### config.mk
export PLATFORM = sky130hd
export DESIGN_NAME = rv_lsu
export DESIGN_NICKNAME = d
export VERILOG_FILES = /design/src/rtl/lsu_pkg.sv /design/src/rtl/rv_lsu_lane.sv /design/src/rtl/rv_lsu.sv
export SDC_FILE = /design/constraint.sdc
export NUM_CORES = 1
export LEC_CHECK = 0
export ABC_CLOCK_PERIOD_IN_PS = 5710
export BUFFER_PORTS_ARGS = -buffer_cell sky130_fd_sc_hd__buf_2
export CORE_MARGIN = 4
export CORE_UTILIZATION = 52
export DETAILED_ROUTE_END_ITERATION = 16
export PLACE_DENSITY = 0.85
export SLEW_MARGIN = 20
export SYNTH_ARGS = -nofsm -noshare
export SYNTH_HDL_FRONTEND = slang
export SYNTH_SLANG_ARGS = --single-unit
### constraint.sdc
create_clock -name clk -period 5.71 [get_ports clk]
set_clock_uncertainty 0.2 [all_clocks]
set_input_delay 0.2855 -clock clk [delete_from_list [all_inputs] [get_ports clk]]
set_output_delay 0.2855 -clock clk [all_outputs]
set_load 0.01 [all_outputs]
### src/rtl/lsu_pkg.sv
// lsu_pkg: funct3 codes, FSM/size encodings and decode helpers
// shared by rv_lsu and rv_lsu_lane.
package lsu_pkg;

  localparam logic [2:0] F3_LB  = 3'b000;
  localparam logic [2:0] F3_LH  = 3'b001;
  localparam logic [2:0] F3_LW  = 3'b010;
  localparam logic [2:0] F3_LD  = 3'b011;
  localparam logic [2:0] F3_LBU = 3'b100;
  localparam logic [2:0] F3_LHU = 3'b101;
  localparam logic [2:0] F3_LWU = 3'b110;
  localparam logic [2:0] F3_SB  = 3'b000;
  localparam logic [2:0] F3_SH  = 3'b001;
  localparam logic [2:0] F3_SW  = 3'b010;
  localparam logic [2:0] F3_SD  = 3'b011;

  typedef enum logic [1:0] {
    IDLE = 2'd0,
    REQ  = 2'd1,
    WAIT = 2'd2,
    RESP = 2'd3
  } state_e;

  typedef enum logic [1:0] {
    SZ_B = 2'd0,
    SZ_H = 2'd1,
    SZ_W = 2'd2,
    SZ_D = 2'd3
  } size_e;

  function automatic size_e size_of(logic [2:0] f3);
    return size_e'(f3[1:0]);
  endfunction

  function automatic logic f3_legal(logic we, logic [2:0] f3, logic x64);
    logic ok;
    if (we) begin
      ok = (f3 == F3_SB) || (f3 == F3_SH) || (f3 == F3_SW) ||
           (x64 && (f3 == F3_SD));
    end else begin
      ok = (f3 == F3_LB) || (f3 == F3_LH) || (f3 == F3_LW) ||
           (f3 == F3_LBU) || (f3 == F3_LHU) ||
           (x64 && ((f3 == F3_LD) || (f3 == F3_LWU)));
    end
    return ok;
  endfunction

endpackage

### src/rtl/rv_lsu_lane.sv
// rv_lsu_lane: combinational byte-lane steering, load extension
// and alignment check for one access.
module rv_lsu_lane
  import lsu_pkg::*;
#(
  parameter int XLEN = 32,
  parameter int BW   = XLEN / 8,
  parameter int OW   = $clog2(XLEN / 8)
) (
  input  size_e           size,
  input  logic [OW-1:0]   off,
  input  logic            uns,
  input  logic [XLEN-1:0] wdata,
  input  logic [XLEN-1:0] rdata,
  output logic [BW-1:0]   be,
  output logic [XLEN-1:0] wdata_sh,
  output logic [XLEN-1:0] rdata_ext,
  output logic            misaligned
);

  logic [XLEN-1:0] sh;
  logic            fill;
  int              nbits;

  always_comb begin
    sh        = rdata >> {off, 3'b000};
    fill      = 1'b0;
    nbits     = 8;
    rdata_ext = '0;
    unique case (size)
      SZ_B: begin nbits = 8;    fill = ~uns & sh[7];      end
      SZ_H: begin nbits = 16;   fill = ~uns & sh[15];     end
      SZ_W: begin nbits = 32;   fill = ~uns & sh[31];     end
      SZ_D: begin nbits = XLEN; fill = ~uns & sh[XLEN-1]; end
    endcase
    for (int i = 0; i < XLEN; i++) begin
      rdata_ext[i] = (i < nbits) ? sh[i] : fill;
    end
    be = BW'((32'd1 << (nbits / 8)) - 32'd1);
    be = be << off;
  end

  assign wdata_sh   = wdata << {off, 3'b000};
  assign misaligned = |(off & OW'((1 << int'(size)) - 1));

endmodule

### src/rtl/rv_lsu.sv
// rv_lsu: valid/ready load/store unit with wait-state tolerant bus.
// Define LSU_TIMEOUT_EN to abort a bus access after MAX_WAIT cycles.
module rv_lsu
  import lsu_pkg::*;
#(
  parameter int XLEN     = 32,
  parameter int ADDR_W   = 32,
  parameter int MAX_WAIT = 255
) (
  input  logic              clk,
  input  logic              rst,
  input  logic              req_valid,
  output logic              req_ready,
  input  logic              req_we,
  input  logic [2:0]        req_funct3,
  input  logic [ADDR_W-1:0] req_addr,
  input  logic [XLEN-1:0]   req_wdata,
  output logic              rsp_valid,
  output logic [XLEN-1:0]   rsp_rdata,
  output logic              rsp_err,
  output logic              stall,
  output logic              mem_req_valid,
  input  logic              mem_req_ready,
  output logic              mem_we,
  output logic [XLEN/8-1:0] mem_be,
  output logic [ADDR_W-1:0] mem_addr,
  output logic [XLEN-1:0]   mem_wdata,
  input  logic              mem_rsp_valid,
  input  logic [XLEN-1:0]   mem_rdata
);

  localparam int BW = XLEN / 8;
  localparam int OW = $clog2(BW);

  if (!(XLEN == 32 || XLEN == 64) || MAX_WAIT < 1) begin : g_bad_cfg
    $error("rv_lsu: XLEN must be 32 or 64, MAX_WAIT >= 1");
  end

  state_e          state;
  size_e           a_size;
  size_e           l_size;
  logic [OW-1:0]   a_off;
  logic [OW-1:0]   l_off;
  logic            a_uns;
  logic            a_we;
  logic            l_uns;
  logic [BW-1:0]   l_be;
  logic [XLEN-1:0] l_wdata;
  logic [XLEN-1:0] l_rdata;
  logic            l_mis;
  logic            idle;
  logic            busy;
  logic            legal;
  logic            fire;
  logic            tmo;

  assign idle      = (state == IDLE);
  assign busy      = (state == REQ) || (state == WAIT);
  assign req_ready = idle;
  assign stall     = (idle & req_valid) | busy;

  // Lane logic sees the live request while idle, the latched one after.
  assign l_size = idle ? size_of(req_funct3) : a_size;
  assign l_off  = idle ? req_addr[OW-1:0] : a_off;
  assign l_uns  = idle ? req_funct3[2] : a_uns;
  assign legal  = f3_legal(req_we, req_funct3, XLEN == 64);

  assign fire = ((state == REQ) & mem_req_ready & mem_rsp_valid) |
                ((state == WAIT) & mem_rsp_valid);

`ifdef LSU_TIMEOUT_EN
  localparam int CL = $clog2(MAX_WAIT + 1);
  localparam int CW = (CL > 8) ? CL : 8;

  logic [CW-1:0] cnt;

  assign tmo = busy & (cnt == CW'(MAX_WAIT - 1));

  always_ff @(posedge clk) begin
    if (rst) begin
      cnt <= '0;
    end else if (busy) begin
      cnt <= cnt + 1'b1;
    end else begin
      cnt <= '0;
    end
  end
`else
  assign tmo = 1'b0;
`endif

  rv_lsu_lane #(.XLEN(XLEN)) u_lane (
    .size       (l_size),
    .off        (l_off),
    .uns        (l_uns),
    .wdata      (req_wdata),
    .rdata      (mem_rdata),
    .be         (l_be),
    .wdata_sh   (l_wdata),
    .rdata_ext  (l_rdata),
    .misaligned (l_mis)
  );

  always_ff @(posedge clk) begin
    if (rst) begin
      state         <= IDLE;
      rsp_valid     <= 1'b0;
      rsp_err       <= 1'b0;
      rsp_rdata     <= '0;
      mem_req_valid <= 1'b0;
      mem_we        <= 1'b0;
      mem_be        <= '0;
      mem_addr      <= '0;
      mem_wdata     <= '0;
      a_size        <= SZ_B;
      a_off         <= '0;
      a_uns         <= 1'b0;
      a_we          <= 1'b0;
    end else begin
      unique case (state)
        IDLE: begin
          if (req_valid) begin
            a_size <= l_size;
            a_off  <= l_off;
            a_uns  <= l_uns;
            a_we   <= req_we;
            if (!legal || l_mis) begin
              state     <= RESP;
              rsp_valid <= 1'b1;
              rsp_err   <= 1'b1;
            end else begin
              state         <= REQ;
              mem_req_valid <= 1'b1;
              mem_we        <= req_we;
              mem_be        <= l_be;
              mem_addr      <= {req_addr[ADDR_W-1:OW], {OW{1'b0}}};
              mem_wdata     <= l_wdata;
            end
          end
        end
        REQ, WAIT: begin
          if (fire) begin
            state         <= RESP;
            rsp_valid     <= 1'b1;
            rsp_rdata     <= a_we ? '0 : l_rdata;
            mem_req_valid <= 1'b0;
          end else if (tmo) begin
            state         <= RESP;
            rsp_valid     <= 1'b1;
            rsp_err       <= 1'b1;
            mem_req_valid <= 1'b0;
          end else if ((state == REQ) && mem_req_ready) begin
            state         <= WAIT;
            mem_req_valid <= 1'b0;
          end
        end
        RESP: begin
          state     <= IDLE;
          rsp_valid <= 1'b0;
          rsp_err   <= 1'b0;
          rsp_rdata <= '0;
        end
      endcase
    end
  end

endmodule

[Word-level counts from Yosys, hierarchy flattened]
Index checks and enable logic that the tools add are counted.
Storage, ports and cells
  word-level logic and storage cells: 162
  bits in writable memories: 0
  bits in read-only memories: 0
  bits in latches: 0
  memories kept: 0
  flip-flop bits (word level): 110
Cells by class
  reduce and logical (&&, ||, !) cells: 24
  shift operators: 5
  multiply operators: 0
  order comparisons: 32
  equal/unequal tests: 15
  divide/modulo/power cells: 0
  bitwise operators: 14
  add/subtract/negate cells: 3
  mux-type cells: 56
Operators by type and width (count)
  < comparator 6 x 32 -> 1 bit (first input constant): 16
  < comparator 5 x 32 -> 1 bit (first input constant): 8
  < comparator 4 x 32 -> 1 bit (first input constant): 4
  case mux 32 bit (3 select lines): 1
  < comparator 3 x 32 -> 1 bit (first input constant): 2
  two-way mux 32 bit: 2
  case mux 32 bit (2 select lines): 1
  two-way mux 1 bit: 41
  adder 32 x 1 -> 32 bit: 1
  < comparator 1 x 32 -> 1 bit (first input constant): 1
  < comparator 2 x 32 -> 1 bit (first input constant): 1
  << shifter 1 x 32 -> 4 bit (first input constant): 1
  << shifter 32 x 5 -> 32 bit: 1
  >> shifter 32 x 5 -> 32 bit: 1
  two-way mux 2 bit: 6
  AND reduction 3 bit: 3
  bitwise AND 1 bit: 8
  == test 2 bit (second input constant): 4
  == test 3 bit (second input constant): 2
  logical OR 1 bit: 6
  != test 2 bit (second input constant): 3
  case mux 1 bit (3 select lines): 2
  case mux 2 bit (3 select lines): 1
  AND reduction 2 bit: 3
  21 further kinds: 30

[Depth between registers and ports, before layout]
Gate-level depths: netlist (run 1).
  word-level depth: 11
  gate-level depth with buffers: 10
  mapped depth without buffers: 7

[Hierarchy]
A second synthesis (run 1) with hierarchy kept.
Unflattened totals
  cells, all modules: 719
  area total of the unflattened synthesis: 5721.7 um^2
By module, submodules not included
  rv_lsu: times used 1, area an instance 4294.1 um^2, cells an instance 509
  rv_lsu_lane: times used 1, area an instance 1427.6 um^2, cells an instance 210

[Worst setup path before layout (run 1)]
OpenSTA, ideal clock, no wires.
  path type: register to register
  start point: register state[0]
  end point: register mem_wdata[23]
  cell stages (with the launch flop): 11
  period minus slack after synthesis: 2.565 ns
  setup time: 0.132 ns
  path slack: 3.145 ns
  data arrival time: 2.233 ns
  data required time: 5.378 ns
  cell sequence: dfxtp_1 -> inv_1 -> ha_1 -> buf_6 -> a211o_1 -> a222oi_1 -> o2111ai_1 -> buf_2 -> clkbuf_1 -> a211oi_1 -> nor3_1
On the way
  word-level cells in the longest chain between the ends: 9
  elaborated cells between the ends (all ways): 11
  classes of those cells: add/sub: 1; shift: 2; mux: 2; bitwise: 2; reduce/logical: 4
Ends and longest elaborated chain
  start, declared: line rv_lsu.sv:39  | state_e state;
  start signal, assigned: line rv_lsu.sv:106  | state <= IDLE;
  start signal, assigned: line rv_lsu.sv:128  | state <= RESP;
  start signal, assigned: line rv_lsu.sv:132  | state <= REQ;
  logical NOT 2 bit (*): line rv_lsu.sv:57  | assign idle = (state == IDLE);
  named net req_ready: line rv_lsu.sv:13  | output logic req_ready,
  two-way mux 2 bit: line rv_lsu.sv:63  | assign l_size = idle ? size_of(req_funct3) : a_size;
  << shifter 1 x 2 -> 2 bit: line rv_lsu_lane.sv:44  | assign misaligned = |(off & OW'((1 << int'(size)) - 1));
  subtractor 2 bit: line rv_lsu_lane.sv:44
  bitwise AND 2 bit: line rv_lsu_lane.sv:44
  OR reduction 2 bit: line rv_lsu_lane.sv:44
  logical OR 1 bit: line rv_lsu.sv:127  | if (!legal || l_mis) begin
  inverter 1 bit (no line)
  AND reduction 3 bit (no line)
  end signal, assigned: line rv_lsu.sv:137  | mem_wdata <= l_wdata;
  end, declared: line rv_lsu.sv:27  | output logic [XLEN-1:0] mem_wdata,
The timed path passes the listed nets; every way through them passes the cells marked *.
A chain may end at the register's enable or synchronous reset.

[Worst setup path after layout (run 1)]
  start point: register state[0]
  end point: register rsp_rdata[28]
On the way
  word-level cells in the longest chain between the ends: 10
  elaborated cells between the ends (all ways): 32
  classes of those cells: order compare: 1; eq/ne: 7; shift: 1; mux: 9; bitwise: 8; reduce/logical: 6
Ends and longest elaborated chain
  logical NOT 2 bit: line rv_lsu.sv:57
  two-way mux 2 bit: line rv_lsu.sv:63
  == test 2 bit: line rv_lsu_lane.sv:30  | unique case (size)
  OR reduction 2 bit (no line)
  case mux 32 bit (3 select lines): line rv_lsu_lane.sv:30
  < comparator 6 x 32 -> 1 bit: line rv_lsu_lane.sv:37  | rdata_ext[i] = (i < nbits) ? sh[i] : fill;
  two-way mux 1 bit: line rv_lsu_lane.sv:37
  two-way mux 32 bit: line rv_lsu.sv:145  | rsp_rdata <= a_we ? '0 : l_rdata;
  two-way mux 32 bit: line rv_lsu.sv:142  | if (fire) begin
  case mux 32 bit (2 select lines): line rv_lsu.sv:120  | unique case (state)
  end signal, assigned: line rv_lsu.sv:145
  end, declared: line rv_lsu.sv:19  | output logic [XLEN-1:0] rsp_rdata,
Several ways; a longest one is shown, not always the timed one. The select of a mux whose other input is x is not followed.

==> impl_results.md, run 1 <==
- Status: finished, final reports clean
- Max-cap viol count: 0
- Layout fillers: approximately 800
- Post-synth ARST share: 0%
- Root buffer selected by CTS: clkbuf_8
- Row cnt: 36
- Register bit total from synthesis: between 100 and 150
- Maximum VDD drop: about 200 uV
- TNS Setup: 0 ps
- Synth Flop Type: dfxtp_1
- Vias: just under 6000
- Ports: between 200 and 250
- CTS resizes: 0
- # nets final: 979
- Power Density: a little under 400 nW/um^2
- RSZ-0062 raised after global routing: false
- Skew-Pair Late Insertion Delay: 360 ps
- Dpl cell area: ~6200 um^2
- Area leader, netlist: dfxtp_1
- Post-Route WL: approximately 18 mm
- Clock Pin Slew Worst Setup and Hold Paths: 100 ps
- Critical path endpoint category: flop
- Synth top area cells: dfxtp_1 (43%), nand2_1 (13%), a21oi_1 (7.5%)
- Pin count of the biggest net entering global routing: around 110
- CTS Buf Count: 9
- Syn Inst Count: approximately 660
- Sink Count: 110
- Synth top cells by count: nand2_1 (173), dfxtp_1 (110), a21oi_1 (77), nand3_1 (40), clkbuf_1 (36)
- H-tree levels: 3
- DP HPWL: around 12 mm
- Antenna cell count: 0
- IO Port Bufs: ~210
- Fin worst setup slack: 2070 ps
- Yosys warnings: 0
- Final setup viols: 0
- Hold_ws: between 20 and 30 ps
- Iteration-0 DRC Markers: 641
- Crit share post-route: a little under two thirds
- Yosys top cell area share: ~43%
- GRT Overall Usage: roughly 30%
- Sequential fraction of the synthesis area: a little over two fifths
- Routed Antenna Nets: 0
- Die area: between 10000 and 15000 um^2
- Cell Chain, Critical Path: inv_1 -> ha_1 -> buf_4 -> mux2i_4 -> buf_4 -> nand2_1 -> nor3_1 -> a22oi_1 -> o21ai_0
- Starting Density: a little over half
- DRC Markers: 0
- Vias per inst: approximately 5.7
- Synth unique cells: between 40 and 50
- Worst Tran Pin Value: approximately 1100 ps
- Grt ovf: 0
- Postcts setup bufs: 0
- Slowest stage cell, crit path: mux2i_4
- Startpoint types: flop
- Post-synth EDFFs: 0
- Post-route cell area: ~6800 um^2
- Most Frequent Cell on Critical Path: buf_4
- Core box area: a little under 10000 um^2
- Share of cells above drive strength 1: approximately 28%
- Worst Path Required: between 5000 and 6000 ps
- Most common cell in the netlist: nand2_1
- Die Ht: around 110 um
- Initial antenna violation count: 0
- Avg Synthesized Cell Area: ~7.8 um^2
- Synthesized area: 5160 um^2
- First-pass GRT wire length: 27.5 mm
- Critical path's largest stage delay: around 800 ps
- Hold Fails Final Rpt: 0
- CTS tree: built
- Relative slew slack: between 20% and 30%
- Vias in the first global route: about 5500
- Critical Path AT: about 3700 ps
- TritonRoute pass-1 iters: 5
- Max-slew violations: 0
- FMAX: 274 MHz
- Wire length per cell: about 17 um
- Hold WC Path Type: in -> reg
- Pleak: approximately 3.1 nW
- Crit Path Category: reg -> reg
- Post-CTS Hold Buffers: 39
- Layout area overhead: 32.2%
- Chip Width: about 110 um
- Longest Clk Path Bufs: 2
- Final GP Congestion: 0.919
- Dpl ws: between 2000 and 2500 ps
- Crit path max fanout: 29
- Minimum clock period: about 3600 ps
-- per-stage QoR --
stage / cells / power, mW / utilization, %
6_report: 1008 / 2.65 / 70.1
5_1_grt: 1008 / 2.81 / 70.1
4_1_cts: 1006 / 2.61 / 69.7
2_1_floorplan: 662 / 1.79 / -
3_3_place_gp: 951 / 2.11 / 63.8
3_5_place_dp: 951 / 2.15 / 63.8
-- worst paths after layout --
path / slack (ps) / cells after the start / end / from
worst min-delay path: 30 / 3 / a_uns$_SDFFE_PP0P_ / req_funct3[2]
worst max-delay path: 2070 / 9 / rsp_rdata[28]$_SDFFE_PP0P_ / state[0]$_SDFFE_PP0P_
worst min register to register: 260 / 2 / mem_addr[27]$_SDFFE_PP0P_ / mem_addr[27]$_SDFFE_PP0P_
worst max register to register: 2070 / 9 / rsp_rdata[28]$_SDFFE_PP0P_ / state[0]$_SDFFE_PP0P_
-- metal layers --
metal	part of all wire (%)	vias up	track usage, %
met5	0	-	0
met4	3.6	0	13.3
met3	7.6	54	5.10
met2	49	326	49.0
met1	40	2651	37.4
li1	-	2730	-
-- area by class of cell --
| cell class | instances | area, um^2 | area share, % |
|---|---|---|---|
| multi-input cells | 490 | 2760 | 40.4 |
| flip-flops and latches | 110 | 2200 | 32.3 |
| repair buffers | 253 | 1490 | 21.9 |
| well taps | 133 | 166 | 2.44 |
| clock buffers | 9 | 124 | 1.82 |
| clock inverters | 7 | 56.3 | 0.826 |
| inverters | 6 | 22.5 | 0.330 |
-- cells in the final DEF, fill, tap and decap left out, types with 4 or more instances in the layout --
| master | instances |
|---|---|
| inv_1 | 6 |
| nor2b_1 | 8 |
| dlygate4sd3_1 | 39 |
| a221o_1 | 8 |
| a32oi_1 | 7 |
| nand3_1 | 40 |
| nor2_1 | 24 |
| buf_4 | 5 |
| dfxtp_1 | 110 |
| or3_1 | 8 |
| a31oi_1 | 4 |
| o21ai_1 | 4 |
| a2bb2oi_1 | 8 |
| nand2_1 | 173 |
| o21ai_0 | 17 |
| clkbuf_8 | 9 |
| buf_2 | 207 |
| o211ai_1 | 13 |
| a211oi_1 | 11 |
| a21oi_1 | 77 |
| a22oi_1 | 18 |
| nor3_1 | 10 |
| mux2_2 | 10 |
| mux2i_1 | 22 |
| ha_1 | 4 |
-- flip-flops by register name, indices dropped and copies added (netlist names) --
signal         cells
a_we               1
rsp_err            1
rsp_valid          1
a_size             2
state              2
mem_we             1
a_uns              1
mem_be             4
rsp_rdata         32
a_off              2
mem_wdata         32
mem_addr          30
mem_req_valid      1
-- where the power goes --
| group | total (mW) | internal, mW | switching, mW |
|---|---|---|---|
| Combinational | 1.27 | 0.460 | 0.812 |
| Clock | 0.446 | 0.165 | 0.281 |
| Sequential | 0.930 | 0.870 | 0.0598 |
-- critical path: cells and delay by family, from the launching register on --
| family | cells | cell delay, ps |
|---|---|---|
| AO/OA/AOI/OAI | 2 | 360 |
| adder cells (fa/ha/maj) | 1 | 150 |
| buffers and inverters | 3 | 880 |
| flip-flops | 1 | 360 |
| multiplexers | 1 | 800 |
| AND/OR/NAND/NOR | 2 | 800 |
-- kinds of logic after synthesis --
family	share of synthesized area, %
AND/OR/NAND/NOR	22.2
AO/OA/AOI/OAI	21.8
flip-flops	42.7
buffers and inverters	5.09
multiplexers	7.13
adder cells (fa/ha/maj)	0.970
other	0.0727
(Power assumes the default switching activity.)
==> run 2: changes to the inputs <==
--- a/config.mk
+++ b/config.mk
@@ -5,12 +5,12 @@
 export SDC_FILE = /design/constraint.sdc
 export NUM_CORES = 1
 export LEC_CHECK = 0
-export ABC_CLOCK_PERIOD_IN_PS = 5710
+export ABC_CLOCK_PERIOD_IN_PS = 3600
 export BUFFER_PORTS_ARGS = -buffer_cell sky130_fd_sc_hd__buf_2
 export CORE_MARGIN = 4
-export CORE_UTILIZATION = 52
+export CORE_UTILIZATION = 48
 export DETAILED_ROUTE_END_ITERATION = 16
-export PLACE_DENSITY = 0.85
+export PLACE_DENSITY = 0.8
 export SLEW_MARGIN = 20
 export SYNTH_ARGS = -nofsm -noshare
 export SYNTH_HDL_FRONTEND = slang
==> constraint.sdc (replaced) <==
create_clock -name clk -period 3.6 [get_ports clk]
set_clock_uncertainty 0.2 [all_clocks]
set_input_delay 0.18 -clock clk [delete_from_list [all_inputs] [get_ports clk]]
set_output_delay 0.18 -clock clk [all_outputs]
set_load 0.01 [all_outputs]
==> impl_results.md, run 2 (same netlist as run 1, synthesis figures left out) <==
- Status: finished, final reports clean
- Layout area overhead: 40.6%
- Largest regs: mem_wdata x32, rsp_rdata x32, mem_addr x30
- Maximum VDD drop: around 480 uV
- Ports: around 210
- CTS tree: built
- Setup crit start: state[0]$_SDFFE_PP0P_
- Hold Fails Final Rpt: 0
- Vias: roughly 6000
- DRC Markers: 0
- Commonest non-fill, non-tap cell in the layout: buf_2
- Routed Antenna Nets: 0
- Share of cells above drive strength 1: between 20 and 30%
- GRT Overall Usage: between 20% and 30%
- R2r worst-path depth: 9
- Skew-Pair Late Insertion Delay: between 300 and 400 ps
- Final GP Congestion: 0.901
- Total power: roughly 4.3 mW
- Internal reg-to-reg setup slack: around 330 ps
- Row cnt: 37
- Pleak: around 3.3 nW
- Crit path max fanout: 23
- Root buffer selected by CTS: clkbuf_8
- Most Frequent Cell on Critical Path: buf_4
- Critical path's largest stage delay: approximately 550 ps
- Inst Count DP: roughly 970
- Initial antenna violation count: 0
- RSZ-0062 raised after global routing: false
- HP Start: req_wdata[22]
- TritonRoute pass-1 iters: 5
- Hold WC Path Type: in -> reg
- Longest Clk Path Bufs: 2
- Hold path endpoint: mem_wdata[30]$_SDFFE_PP0P_
- Wire length per cell: 17.2 um
- Chip Width: 112 um
- CTS Buf Count: 9
- WHS Path Cells: 5
- Crit Path Category: reg -> reg
- DP HPWL: around 12 mm
- Post-route cell area: roughly 7300 um^2
- Fin worst setup slack: roughly 330 ps
- Power Density: slightly below 600 nW/um^2
- IO Port Bufs: ~210
- Cell Chain, Critical Path: inv_1 -> ha_1 -> buf_4 -> mux2i_4 -> buf_4 -> nand3_1 -> a21boi_1 -> o211ai_1 -> nand2_1
- Die area: roughly 12000 um^2
- Grt ovf: 0
- Sink Count: between 100 and 150
- Critical path endpoint category: flop
- Finished Layout Cells: approximately 1100
- Starting Density: 49.5%
- Slowest stage cell, crit path: a21boi_1
- Critical Path AT: 3390 ps
- Vias per inst: ~5.6
- Die Ht: 112 um
- Pin count of the biggest net entering global routing: 60
- Layout fillers: about 870
- TNS Setup: 0 ps
- Startpoint types: flop
- Reg2reg end: rsp_rdata[10]$_SDFFE_PP0P_
- Max-slew violations: 0
- Crit share post-route: between 90 and 100%
- Core box area: around 10000 um^2
- Launch point of the worst reg-to-reg path: state[0]$_SDFFE_PP0P_
- Worst Tran Pin Value: 755 ps
- FMAX: 306 MHz
- Post-Route WL: roughly 18 mm
- Hold_ws: between 15 and 20 ps
- H-tree levels: 3
- Worst Path Required: 3720 ps
- Max-cap viol count: 0
- Clock Pin Slew Worst Setup and Hold Paths: around 100 ps
- Vias in the first global route: 5697
- First-pass GRT wire length: roughly 29 mm
- # nets final: around 1000
- Minimum clock period: between 3000 and 4000 ps
- Relative slew slack: between 40% and 50%
- Dpl ws: about 400 ps
- Final core occ: 69.6%
- Iteration-0 DRC Markers: slightly below 700
- Dpl cell area: approximately 6300 um^2
- Final setup viols: 0
- Most frequent cells in the layout: buf_2 (207), nand2_1 (173), dfxtp_1 (110)
-- run 2: cell types whose count changed in the layout (fill, tap and decap cells not counted), sizes merged --
cell	before	now
dlygate4sd3	39	72
buf	213	226
clkinv	2	3
inv	9	7
diode	0	2
-- run 2: layout make-up --
cell class	count	area, um^2	share of cell area, %
multi-input cells	490	2750	37.9
well taps	136	170	2.35
clock inverters	6	57.6	0.793
repair buffers	298	1910	26.4
clock buffers	10	138	1.90
diodes	2	5.00	0.0690
inverters	6	22.5	0.310
flip-flops and latches	110	2200	30.4
-- run 2: how the worst max path moves through the flow --
stage / endpoint
6_report: rsp_rdata[10]$_SDFFE_PP0P_
5_1_grt: rsp_rdata[10]$_SDFFE_PP0P_
4_1_cts: rsp_rdata[12]$_SDFFE_PP0P_
3_5_place_dp: rsp_rdata[10]$_SDFFE_PP0P_
3_3_place_gp: rsp_rdata[13]$_SDFFE_PP0P_
2_1_floorplan: mem_wdata[23]$_SDFFE_PP0P_
-- run 2: timing repair --
action,in CTS,in global routing
endpoints found under the hold margin,71,0
hold buffers,72,0
buffers inserted,0,0
resized for setup,0,0
-- run 2: critical path: cells and delay by family, from the launching register on --
family,cells,cell delay [ps]
muxes,1,420
DFF,1,350
and+or+nand+nor,2,220
adders and majority gates,1,510
buffers and inverters,3,750
AOI/OAI and AO/OA,2,760
-- run 2: report_power, final --
part	total, mW	switching, mW	internal (mW)
Sequential	1.47	0.0955	1.38
Clock	0.719	0.437	0.281
Combinational	2.09	1.29	0.802
-- run 2: metal layers --
layer	track usage, %	vias up	share of wire (%)
li1	-	2825	-
met1	35.3	2778	40
met2	47.0	298	49
met3	5.92	45	7.3
met4	10.9	0	3.3
met5	0	-	0
==> run 3: changes to the inputs <==
--- a/config.mk
+++ b/config.mk
@@ -8,9 +8,8 @@
 export ABC_CLOCK_PERIOD_IN_PS = 3600
 export BUFFER_PORTS_ARGS = -buffer_cell sky130_fd_sc_hd__buf_2
 export CORE_MARGIN = 4
-export CORE_UTILIZATION = 48
+export CORE_UTILIZATION = 31
 export DETAILED_ROUTE_END_ITERATION = 16
-export PLACE_DENSITY = 0.8
 export SLEW_MARGIN = 20
 export SYNTH_ARGS = -nofsm -noshare
 export SYNTH_HDL_FRONTEND = slang
==> impl_results.md, run 3 (same netlist as run 1, synthesis figures left out) <==
- Cell Chain, Critical Path: inv_1 -> ha_1 -> buf_4 -> nor2b_1 -> a222oi_1 -> o2111ai_4 -> buf_4 -> a211oi_1 -> nor3_1
- Slowest stage cell, crit path: a222oi_1
- Hold Fails Final Rpt: 0
- Final setup viols: 0
- Vias: about 5700
- # nets final: ~1000
- TNS Setup: 0 ps
- Sink Count: 110
- Post-CTS Hold Buffers: 60
- Most Frequent Cell on Critical Path: buf_4
- Routed Antenna Nets: 0
- Most frequent cells in the layout: buf_2 (207), nand2_1 (173), dfxtp_1 (110)
- Startpoint types: flop
- Minimum clock period: 3180 ps
- Commonest non-fill, non-tap cell in the layout: buf_2
- Multi-input logic area: about 2700 um^2
- DP HPWL: 13.5 mm
- GRT Overall Usage: between 10% and 20%
- Postcts setup bufs: 0
- Pin count of the biggest net entering global routing: between 50 and 60
- FMAX: between 300 and 400 MHz
- Max-cap viol count: 0
- Worst Path Required: 3610 ps
- Skew-Pair Late Insertion Delay: about 350 ps
- Initial antenna violation count: 0
- Relative slew slack: between 50% and 60%
- Row cnt: 46
- Power Density: between 600 and 700 nW/um^2
- Final GP Congestion: 0.859
- Post-Route WL: ~19 mm
- Clock Pin Slew Worst Setup and Hold Paths: about 80 ps
- DRC Markers: 0
- RSZ-0062 raised after global routing: false
- Layout area overhead: 42.2%
- Status: finished, final reports clean
- Final core occ: a little under half
- Hold WC Path Type: in -> reg
- Chip Width: roughly 140 um
- First-pass GRT wire length: around 29 mm
- TritonRoute pass-1 iters: 5
- WHS Path Cells: 5
- Root buffer selected by CTS: clkbuf_16
- Starting Density: between 30% and 40%
- IO Port Bufs: 208
- Die Ht: between 100 and 150 um
- Ports: 211
- R2r worst-path depth: 9
- Maximum VDD drop: 244 uV
- Share of cells above drive strength 1: around 28%
- Worst Tran Pin Value: 742 ps
- Iteration-0 DRC Markers: a little over 400
- Max-slew violations: 0
- CTS resizes: 0
- Critical Path AT: 3190 ps
- Seq. cell area: 2200 um^2
- Die area: ~19000 um^2
- H-tree levels: 3
- Crit share post-route: between 80% and 90%
- Wire length per cell: 16.7 um
- Longest Clk Path Bufs: 2
- CTS tree: built
- Vias per inst: approximately 5
- Critical path endpoint category: flop
- Grt ovf: 0
- Core box area: roughly 16000 um^2
- Vias in the first global route: 5388
- Pleak: 3.30 nW
- Critical path's largest stage delay: 620 ps
- Layout fillers: approximately 1600
- Crit path max fanout: 30
- Crit Path Category: reg -> reg
- Largest regs: mem_wdata x32, rsp_rdata x32, mem_addr x30
- CTS Buf Count: 9
==> run 3: worst max-delay path: cells and delay by family, from the launching register on <==
family                     cells  cell delay, ps
DFF                            1             350
adders and majority gates      1             290
buffers and inverters          3             720
and+or+nand+nor                2             150
AOI/OAI and AO/OA              3            1330
==> run 3: where the power goes <==
group | switching [mW] | total, mW | internal, mW
clock | 0.486 | 0.969 | 0.483
combinational | 1.30 | 2.11 | 0.808
sequential | 0.0901 | 1.47 | 1.38
total | 1.87 | 4.54 | 2.67
==> run 3: cell type report <==
cell class | count | share of cell area (%)
clock inverters | 6 | 0.716
inverters | 6 | 0.307
clock buffers | 10 | 3.12
multi-input cells | 490 | 37.4
well taps | 216 | 3.68
repair buffers | 289 | 24.7
diodes | 1 | 0.0341
flip-flops and latches | 110 | 30.0
==> run 3: path summary, 6_finish.rpt <==
kind	to	start	slack (ps)
min reg2reg	mem_wdata[27]$_SDFFE_PP0P_	mem_wdata[27]$_SDFFE_PP0P_	250
max reg2reg	mem_wdata[22]$_SDFFE_PP0P_	state[0]$_SDFFE_PP0P_	420
min	rsp_rdata[6]$_SDFFE_PP0P_	mem_rdata[6]	20
max	mem_wdata[22]$_SDFFE_PP0P_	state[0]$_SDFFE_PP0P_	420
==> run 3: metrics by stage <==
stage                     std cells  instance area [um^2]  power [mW]  hold WS [ps]  worst slack (ps)
final                          1128                  7340        4.54          19.9               422
after global routing           1127                  7340        4.86          28.4              93.3
after CTS                      1127                  7340        4.58          7.11               400
after detailed placement       1051                  6450        3.54           227               420
after global placement         1051                  6450        3.54           221               505
after floorplan                 662                  5160        2.84           116              1040
==> run 3: per-layer routing <==
metal | global-route usage (%) | vias up | wire [um]
met2 | 29.7 | 185 | 8490
met1 | 27.6 | 2650 | 8660
li1 | - | 2805 | -
met4 | 8.65 | 0 | 636
met3 | 3.27 | 34 | 1080
met5 | 0 | - | 0
